**config.mk**
```make
export PLATFORM = sky130hd
export DESIGN_NAME = arbitro_escrita_reg
export DESIGN_NICKNAME = d
export VERILOG_FILES = /design/src/rtl/arbitro_pkg.sv /design/src/rtl/placar_registradores.sv /design/src/rtl/arbitro_escrita_reg.sv
export SDC_FILE = /design/constraint.sdc
export NUM_CORES = 1
export LEC_CHECK = 0
export CORE_MARGIN = 2
export CORE_UTILIZATION = 46
export DETAILED_ROUTE_END_ITERATION = 8
export GPL_TIMING_DRIVEN = 0
export PLACE_DENSITY = 0.94
export SLEW_MARGIN = 10
export SYNTH_ARGS = -nofsm -noshare
export SYNTH_HDL_FRONTEND = slang
export SYNTH_SLANG_ARGS = --single-unit
```
**constraint.sdc**
```tcl
create_clock -name clk -period 9.6 [get_ports clk]
set_input_delay 2.4 -clock clk [delete_from_list [all_inputs] [get_ports clk]]
set_output_delay 2.4 -clock clk [all_outputs]
set_load 0.02 [all_outputs]
```
**src/rtl/arbitro_pkg.sv**
```systemverilog
// Shared sizes for the register-bank write arbiter and its busy scoreboard.
package arbitro_pkg;

    localparam int N_REG  = 32;
    localparam int ADDR_W = 5;
    localparam int DATA_W = 32;

    localparam logic [ADDR_W-1:0] REG_ZERO = '0;

endpackage

```
**src/rtl/placar_registradores.sv**
```systemverilog
// Busy scoreboard: one bit per register with a write still in flight.
module placar_registradores
    import arbitro_pkg::*;
(
    input  logic              clk,
    input  logic              rst_n,
    input  logic              setEn,
    input  logic [ADDR_W-1:0] setReg,
    input  logic              clrEn,
    input  logic [ADDR_W-1:0] clrReg,
    input  logic [ADDR_W-1:0] lookReg1,
    input  logic [ADDR_W-1:0] lookReg2,
    output logic              look1,
    output logic              look2,
    output logic [N_REG-1:0]  busy
);

    logic [N_REG-1:0] busyQ;
    logic [N_REG-1:0] busyNxt;

    // Set is applied after clear so a same-edge reserve keeps the bit high.
    always_comb begin
        busyNxt = busyQ;
        for (int i = 0; i < N_REG; i++) begin
            if (clrEn && (clrReg == ADDR_W'(i)))
                busyNxt[i] = 1'b0;
            if (setEn && (setReg == ADDR_W'(i)))
                busyNxt[i] = 1'b1;
        end
        busyNxt[0] = 1'b0;
    end

    always_ff @(posedge clk or negedge rst_n) begin
        if (!rst_n)
            busyQ <= '0;
        else
            busyQ <= busyNxt;
    end

    assign look1 = busyQ[lookReg1];
    assign look2 = busyQ[lookReg2];
    assign busy  = busyQ;

endmodule

```
**src/rtl/arbitro_escrita_reg.sv**
```systemverilog
// Round-robin arbiter sharing the register bank's write port between two
// producers, with a registered write stage and read-hazard scoreboard.
module arbitro_escrita_reg
    import arbitro_pkg::*;
(
    input  logic              clk,
    input  logic              rst_n,
    input  logic              req0_valid,
    input  logic [ADDR_W-1:0] req0_reg,
    input  logic [DATA_W-1:0] req0_data,
    output logic              req0_ready,
    input  logic              req1_valid,
    input  logic [ADDR_W-1:0] req1_reg,
    input  logic [DATA_W-1:0] req1_data,
    output logic              req1_ready,
    input  logic              reserve_valid,
    input  logic [ADDR_W-1:0] reserve_reg,
    input  logic [ADDR_W-1:0] chk_reg1,
    input  logic [ADDR_W-1:0] chk_reg2,
    output logic              hazard1,
    output logic              hazard2,
    output logic              RegWrite,
    output logic [ADDR_W-1:0] writeReg,
    output logic [DATA_W-1:0] writeData,
    output logic [N_REG-1:0]  busy_vec,
    output logic              err_unreserved
);

    logic              lastGrant;
    logic              grant0;
    logic              grant1;
    logic              xfer;
    logic [ADDR_W-1:0] winReg;
    logic [DATA_W-1:0] winData;
    logic              reserveSet;
    logic              winBusy;
    logic              unreserved;

    // lastGrant=1 means requester 1 won last, so requester 0 has priority.
    always_comb begin
        grant0 = 1'b0;
        grant1 = 1'b0;
        if (rst_n) begin
            grant0 = req0_valid && (!req1_valid || lastGrant);
            grant1 = req1_valid && (!req0_valid || !lastGrant);
        end
    end

    assign req0_ready = grant0;
    assign req1_ready = grant1;
    assign xfer       = grant0 || grant1;
    assign winReg     = grant1 ? req1_reg  : req0_reg;
    assign winData    = grant1 ? req1_data : req0_data;
    assign reserveSet = reserve_valid && (reserve_reg != REG_ZERO);
    assign winBusy    = busy_vec[winReg];
    assign unreserved = xfer && (winReg != REG_ZERO) && !winBusy &&
                        !(reserveSet && (reserve_reg == winReg));

    always_ff @(posedge clk or negedge rst_n) begin
        if (!rst_n)
            lastGrant <= 1'b1;
        else if (xfer)
            lastGrant <= grant1;
    end

    // Write stage: one cycle between handshake and the bank's write strobe.
    always_ff @(posedge clk or negedge rst_n) begin
        if (!rst_n) begin
            RegWrite  <= 1'b0;
            writeReg  <= '0;
            writeData <= '0;
        end else begin
            RegWrite <= xfer && (winReg != REG_ZERO);
            if (xfer) begin
                writeReg  <= winReg;
                writeData <= winData;
            end
        end
    end

    always_ff @(posedge clk or negedge rst_n) begin
        if (!rst_n)
            err_unreserved <= 1'b0;
        else if (unreserved)
            err_unreserved <= 1'b1;
    end

    placar_registradores uPlacar (
        .clk      (clk),
        .rst_n    (rst_n),
        .setEn    (reserveSet),
        .setReg   (reserve_reg),
        .clrEn    (RegWrite),
        .clrReg   (writeReg),
        .lookReg1 (chk_reg1),
        .lookReg2 (chk_reg2),
        .look1    (hazard1),
        .look2    (hazard2),
        .busy     (busy_vec)
    );

endmodule

```
---- Word level (Yosys, flattened, before mapping) ----
Index checks and enable logic that the tools add are counted.
operators by class
  reduce and logical (&&, ||, !) cells .... 110
  equality and inequality tests ........... 63
  order comparisons ....................... 3
  multiplexer cells ....................... 72
operators with widths
  operator                                                                       count
  5-bit equality test (second input constant)                                    32
  5-bit by 4-bit equality test with 1-bit output (second input constant)         16
  1-bit logical AND                                                              69
  1-bit two-way mux                                                              67
  2-bit nonzero test                                                             31
  5-bit by 3-bit equality test with 1-bit output (second input constant)         8
  32-bit two-way mux                                                             1
  5-bit by 2-bit equality test with 1-bit output (second input constant)         4
  5-bit by 6-bit less-than comparator with 1-bit output (second input constant)  3
  1-bit binary-select mux with 5-bit select                                      3
  5-bit by 1-bit equality test with 1-bit output (second input constant)         2
  5-bit nonzero test                                                             2
  5-bit equality test                                                            1
  1-bit zero test                                                                5
  5-bit two-way mux                                                              1
  1-bit logical OR                                                               3
word-level totals
  input bits .............................. 94
  bits in registers ....................... 71

---- Logic depth before layout (Yosys ltp) ----
Gate-level depths: netlist (run 1).
  word-level depth ........................ 10
  depth in mapped cells ................... 10
  depth with buffers taken out ............ 9

---- Modules after synthesis ----
Synthesis (run 1) repeated with hierarchy kept, for this count alone.
second synthesis, totals
  cells, all modules ...................... 462
  area, all modules ....................... 4136.5 µm²
modules (own cells, without submodules)
  module                cells each  area an instance (µm²)  instances
  arbitro_escrita_reg   258         2207.1                  1
  placar_registradores  204         1929.4                  1

---- Worst setup path after synthesis (run 1) ----
No wires, ideal clock.
  path type ............................... input -> output
  start ................................... in chk_reg1[0]
  end ..................................... out hazard1
  stages on the path ...................... 4
  required time ........................... 7.200 ns
  setup slack ............................. 3.065 ns
  arrival ................................. 4.135 ns
  path through ............................ clkbuf_1 -> mux4_2 -> mux4_2 -> mux2_2
on the way
  word-level cells in the longest chain between the ends .. 2
ends and longest elaborated chain
  element                                    line                        source
  from (decl)                                arbitro_escrita_reg.sv:18   input logic [ADDR_W-1:0] chk_reg1,
  1-bit binary-select mux with 5-bit select  placar_registradores.sv:40  assign look1 = busyQ[lookReg1];
  1-bit two-way mux (implied by the code)    placar_registradores.sv:40
  to (decl)                                  arbitro_escrita_reg.sv:20   output logic hazard1,
Every way passes these cells. The select of a mux whose other input is x is not followed.

---- Worst setup path after layout (run 1) ----
Same ends and word-level chain as after synthesis.

==> results of run 1 <==
==> logic make-up (layout without fill, tap and decap cells) <==
family / after synthesis / in the layout
buffers and inverters: 28 / 204
XOR/XNOR: 4 / 4
flip-flops: 71 / 71
AO/OA/AOI/OAI: 126 / 126
multiplexers: 40 / 40
other: 1 / 1
AND/OR/NAND/NOR: 137 / 137
==> cell usage in the layout (no fill, tap or decap), types with 2 or more instances in the layout <==
cell type        count
nand4_1              3
o21ai_0             71
buf_4                3
clkbuf_8            10
o22ai_1             32
mux2_2               5
nand2_1             23
mux4_2              18
nor2_1              73
nand3_1              9
a31oi_1              4
inv_6                3
or3_1                2
and2_1               2
nor3_1               2
clkdlybuf4s50_1    158
buf_6                2
clkinvlp_4           2
clkbuf_1            18
inv_1                4
dfrtp_1             70
nor2b_1              3
xnor2_1              3
nand2b_1             5
nand3b_1             5
o2111ai_1            2
mux2i_1             16
==> final timing paths <==
kind	endpoint	cells past startpoint	startpoint	slack [ns]
min in group asynchronous	writeData[22]	1	rst_n	1.85
min reg2reg	err_unreserved	1	err_unreserved	0.50
max	hazard1	5	chk_reg1[0]	2.45
min	err_unreserved	1	err_unreserved	0.50
max reg2reg	err_unreserved	9	lastGrant	7.11
max in group asynchronous	lastGrant	2	rst_n	7.18
==> through the flow <==
step | worst slack, ns | instances | area [sq um] | hold WS, ns
final | 2.45 | 688 | 5890 | 0.503
after CTS | 2.42 | 688 | 5890 | 0.504
after floorplan | 3.07 | 407 | 3960 | 0.499
after global placement | 0.124 | 671 | 5680 | 0.468
after detailed placement | 2.42 | 672 | 5700 | 0.473
after global routing | 2.33 | 688 | 5890 | 0.519
==> where the power goes <==
part           internal (mW)  switching, mW  total, mW
Clock                  0.104          0.126      0.229
Combinational          0.276          0.256      0.531
Sequential             0.374          0.103      0.477
==> cell usage after synthesis, types with 3 or more instances <==
library cell	count	area [sq um]
nor2_1	73	274
o21ai_0	71	355
dfrtp_1	70	1750
o22ai_1	32	200
nand2_1	23	86.3
clkbuf_1	18	67.6
mux4_2	18	405
mux2i_1	16	160
nand3_1	9	45.0
mux2_2	5	56.3
nand2b_1	5	31.3
nand3b_1	5	37.5
a31oi_1	4	25.0
inv_1	4	15.0
nand4_1	3	18.8
nor2b_1	3	18.8
xnor2_1	3	26.3
==> metal layers <==
| layer | vias to the layer above | part of all wire [%] |
|---|---|---|
| li1 | 1841 | - |
| met1 | 1987 | 39 |
| met2 | 239 | 49 |
| met3 | 40 | 8.8 |
| met4 | 0 | 3.3 |
| met5 | - | 0 |
==> layout make-up <==
type / instances / area, sq um
clock inverters: 6 / 50.0
well taps: 105 / 131
plain buffers: 23 / 109
repair buffers: 160 / 1620
fillers: 588 / 2370
inverters: 5 / 18.8
flip-flops and latches: 71 / 1780
multi-input cells: 308 / 2050
clock buffers: 10 / 138
==> sequential cells by signal, indices dropped and copies added, names as in the netlist <==
signal / flops
lastGrant: 1
writeReg: 5
uPlacar.busy: 31
RegWrite: 1
writeData: 32
err_unreserved: 1
==> metrics, run 1 <==
post-CTS setup-driven buffer insertion count 0; Maximum Capacitance Violations 0; Final Core Density 71.3%; number of routed nets with antenna violations 0; result of the run completed; overflow left after global routing 0; max incr delay on CP 0.57 ns; count of port buffers added during placement 159; sequential fraction of the synthesis area 45.0%; Synthesized Nets 501; slowest cell on the critical path mux4_2; number of buffers inserted during clock tree synthesis 9; setup repair after global routing missed its margin false; deepest clock path buffer count 2; buffers plus inverters on the worst setup path 2; post-CTS resize count 0; synthesized instance count 407; critical path arrival 4.75 ns; last weighted congestion value of the routability-driven placer 0.939; floorplan die width 96.7 um; met1 GRT Util 34.9%; fraction of met3 tracks used by global routing 8.02%; synthesis warning total 0; die area 9360 sq um; reported leakage power 2.24 nW; Worst-Margin Slew 0.738 ns; most used flip-flop cell after synthesis dfrtp_1; worst min path class flip-flop to flip-flop; post-synthesis share of cell area spent on full adders, half adders and majority gates 0%; Post-Synth XOR/XNOR Area 0.886%; number of buffers added to fix hold violations after cts 0; setup total negative slack 0 ns; HPWL reported at the end of detailed placement 10.0 mm; WL/cell 19.1 um; vias in the first global route 4120; Finish-stage setup viols 0; first-iteration detailed-routing DRC count 404; DRC violation count after routing 0; Layout area overhead 48.9%; Max Transition Viols Final 0; Power Total 1.24 mW; post-synthesis register bit count 71; Clock Skews 0.0121 ns; FMAX 140 MHz; pwr dens 210 nW/um^2; source-to-sink clock delay at the later pin of the worst-skew pair 0.36 ns; clock root buffer clkbuf_8; average cell area after synthesis 9.72 sq um; clock net sink count 71; family with the most delay on the worst path multiplexers; Antenna Cells 0; drt first pass iters 5; clock-pin slew on the worst setup and hold paths 0.07 ns; minimum clock period 7.15 ns; dominant combinational cell family by area after synthesis compound AO/OA/AOI/OAI gates; global-route layer with the greatest usage met2; sort of element at the start of the critical path input pin; IO Count 169; post-synthesis compound-gate area fraction 18.8%; Cell Chain, Critical Path clkbuf_1 -> mux4_2 -> mux4_2 -> mux2_2 -> clkdlybuf4s50_1; GR Util met2 44.8%; initial standard-cell utilization of the core 47.9%; maximum level of the CTS H-tree 3; number of flops mapped to enable cells by yosys 0; number of vias per cell after detailed routing 5.97; simple logic cell fraction of the synthesized area 15.8%; Final nets 672; number of unique standard cell types used by synthesis 56; total routing usage reported by global routing 27.9%; multiplexer area fraction after synthesis 16.3%; share of the clock period used by the worst path after layout 74.5%; critical path class input pin to output pin; row count 33; worst-case vdd ir drop 0.000109 V; overall die height 96.7 um; post-detailed-routing wire length 13.2 mm; maximum fanout count along the critical path 9; Most Frequent Cell on Critical Path mux4_2; worst slew slack as a fraction of its limit 50.6%; fraction of registers with async set/reset 100%; total number of vias 4107; worst path required time 7.20 ns; global-route wire length before repair 20.9 mm; antenna violations before repair 0; ratio of cells with drive above 1 in the final layout 9.26%; endpoints failing hold 0; core area 8260 sq um; area of the mapped netlist 3960 sq um; CTS tree built; type of destination of the critical path output pin; maximum number of pins on one net before global-route repair 69
(Power assumes the default switching activity.)
==> run 2, diff against run 1 <==
--- a/config.mk
+++ b/config.mk
@@ -6,10 +6,10 @@
 export NUM_CORES = 1
 export LEC_CHECK = 0
 export CORE_MARGIN = 2
-export CORE_UTILIZATION = 46
+export CORE_UTILIZATION = 43
 export DETAILED_ROUTE_END_ITERATION = 8
 export GPL_TIMING_DRIVEN = 0
-export PLACE_DENSITY = 0.94
+export PLACE_DENSITY = 0.89
 export SLEW_MARGIN = 10
 export SYNTH_ARGS = -nofsm -noshare
 export SYNTH_HDL_FRONTEND = slang
==> constraint.sdc (replaced) <==
create_clock -name clk -period 7.1 [get_ports clk]
set_input_delay 1.775 -clock clk [delete_from_list [all_inputs] [get_ports clk]]
set_output_delay 1.775 -clock clk [all_outputs]
set_load 0.02 [all_outputs]
==> run 2 against run 1 <==
  * Register-to-register slack got worse by 2.5 ns
  * Via count fell by 1.2%
  * Clock-buffer cell count is 1 lower
  * Sequential power grew 35%
==> metrics, run 2 (synthesis gave the netlist of run 1 again) <==
internal power 1.11 mW; number of buffers inserted during clock tree synthesis 9; antenna violations before repair 0; DRC violation count after routing 0; Maximum Capacitance Violations 0; ratio of cells with drive above 1 in the final layout 9.26%; clock net sink count 71; die area 9980 sq um; result of the run completed; setup repair after global routing missed its margin false; Max Transition Viols Final 0; count of filler cells inserted in the layout 664; Antenna Cells 0; clock share of power 22.6%; first-iteration detailed-routing DRC count 470; worst min path class flip-flop to flip-flop; share of the clock period used by the worst path after layout 83.3%; setup total negative slack 0 ns; Final nets 672; critical path arrival 4.14 ns; maximum level of the CTS H-tree 3; deepest clock path buffer count 2; post-CTS setup-driven buffer insertion count 0; most common cell after layout, fill and taps aside clkdlybuf4s50_1; Min-Delay Endpoint err_unreserved; portion of total power attributed to combinational logic 40.8%; Placement Setup Slack 1.14 ns; type of destination of the critical path output pin; total number of vias 4057; core area 8810 sq um; post-detailed-routing wire length 13.5 mm; global-route wire length before repair 21.8 mm; number of stages on the worst hold path 1; final worst-path setup slack 1.19 ns; worst reg2reg path depth 9; source-to-sink clock delay at the later pin of the worst-skew pair 0.36 ns; worst min-delay path startpoint err_unreserved; Clock Skews 0.00952 ns; number of cells in the finished layout apart from fillers 691; row count 34; worst path required time 5.33 ns; Final Core Density 67.5%; maximum fanout count along the critical path 9; endpoints failing hold 0; vias in the first global route 4187; maximum number of pins on one net before global-route repair 43; Layout area overhead 50.3%; number of buffers added to fix hold violations after cts 0; worst-case vdd ir drop 0.000155 V; number of vias per cell after detailed routing 5.87; critical path class input pin to output pin; total routing usage reported by global routing 28.3%; reg-to-reg setup timing slack 4.58 ns; clock root buffer clkbuf_8; floorplan die width 99.9 um; count of port buffers added during placement 159; number of flip-flops in the largest register 32; Worst-Margin Slew 0.766 ns; clock-pin slew on the worst setup and hold paths 0.08 ns; commonest non-fill, non-tap cells in the layout 158 x clkdlybuf4s50_1, 73 x nor2_1, 71 x o21ai_0, 70 x dfrtp_1, 32 x o22ai_1; WL/cell 19.6 um; HPWL reported at the end of detailed placement 10.4 mm; initial standard-cell utilization of the core 44.9%; Finish-stage setup viols 0; number of routed nets with antenna violations 0; fraction of power spent switching nets 37.1%; worst hold margin 0.510 ns; sort of element at the start of the critical path input pin; worst r2r dst err_unreserved; pwr dens 297 nW/um^2; register with the highest flop count writeData; number of cells after detailed placement 675; sw power 655 uW; reported leakage power 2.26 nW; minimum clock period 5.91 ns; worst slew slack as a fraction of its limit 48.8%; overflow left after global routing 0; drt first pass iters 5; FMAX 169 MHz; CTS tree built; post-CTS resize count 0; last weighted congestion value of the routability-driven placer 0.942; beginning of the worst register-to-register path lastGrant; Reg power frac 36.6%; IO Count 169; overall die height 99.9 um
==> run 2: cell types whose count changed in the layout (fill, tap and decap cells not counted) <==
cell,delta
clkinv_2,+1
buf_16,-1
clkinvlp_4,-1
inv_6,-2
clkbuf_8,-1
buf_12,+1
bufinv_16,+3
==> run 2: cell type report <==
type	count	area [sq um]	area share, %
Buffer	23	109	1.83
Clock buffer	9	124	2.08
Clock inverter	7	120	2.02
Inverter	5	18.8	0.316
Multi-Input combinational cell	308	2050	34.5
Sequential cell	71	1780	29.9
Tap cell	108	135	2.27
Timing Repair Buffer	160	1610	27.1
==> run 2: power by group through the flow <==
stage	logic [mW]	registers, mW	clock network (mW)
2_1_floorplan	0.255	0.720	0
3_3_place_gp	0.695	0.636	0
3_5_place_dp	0.718	0.647	0
4_1_cts	0.722	0.640	0.402
5_1_grt	0.769	0.660	0.423
6_report	0.722	0.646	0.400
==> run 2: worst max-delay path by stage <==
stage / from / end / slack [ns] / cells after the start
floorplan: chk_reg1[0] / hazard1 / 1.82 / 4
global placement: rst_n / req0_ready / -1.15 / 5
detailed placement: chk_reg1[0] / hazard1 / 1.14 / 5
CTS: chk_reg1[0] / hazard1 / 1.14 / 5
global route: chk_reg1[0] / hazard1 / 1.07 / 5
finish: chk_reg1[0] / hazard1 / 1.19 / 5
==> run 2: critical path, stage by stage <==
cell	delay [ns]
clkbuf_1	0.47
mux4_2	0.61
mux4_2	0.47
mux2_2	0.27
clkdlybuf4s50_1	0.53
==> run 2: stage by stage <==
stage / power (mW) / instance area, sq um
floorplan: 0.975 / 3960
global placement: 1.33 / 5680
detailed placement: 1.36 / 5700
CTS: 1.76 / 5940
global route: 1.85 / 5940
finish: 1.77 / 5940
==> run 2: per-layer routing <==
layer	wire length (um)	up-vias	global-route usage (%)
met5	0	-	0
met4	274	0	8.85
met3	1090	27	6.55
met2	6820	214	48.0
met1	5360	1973	36.3
li1	-	1843	-
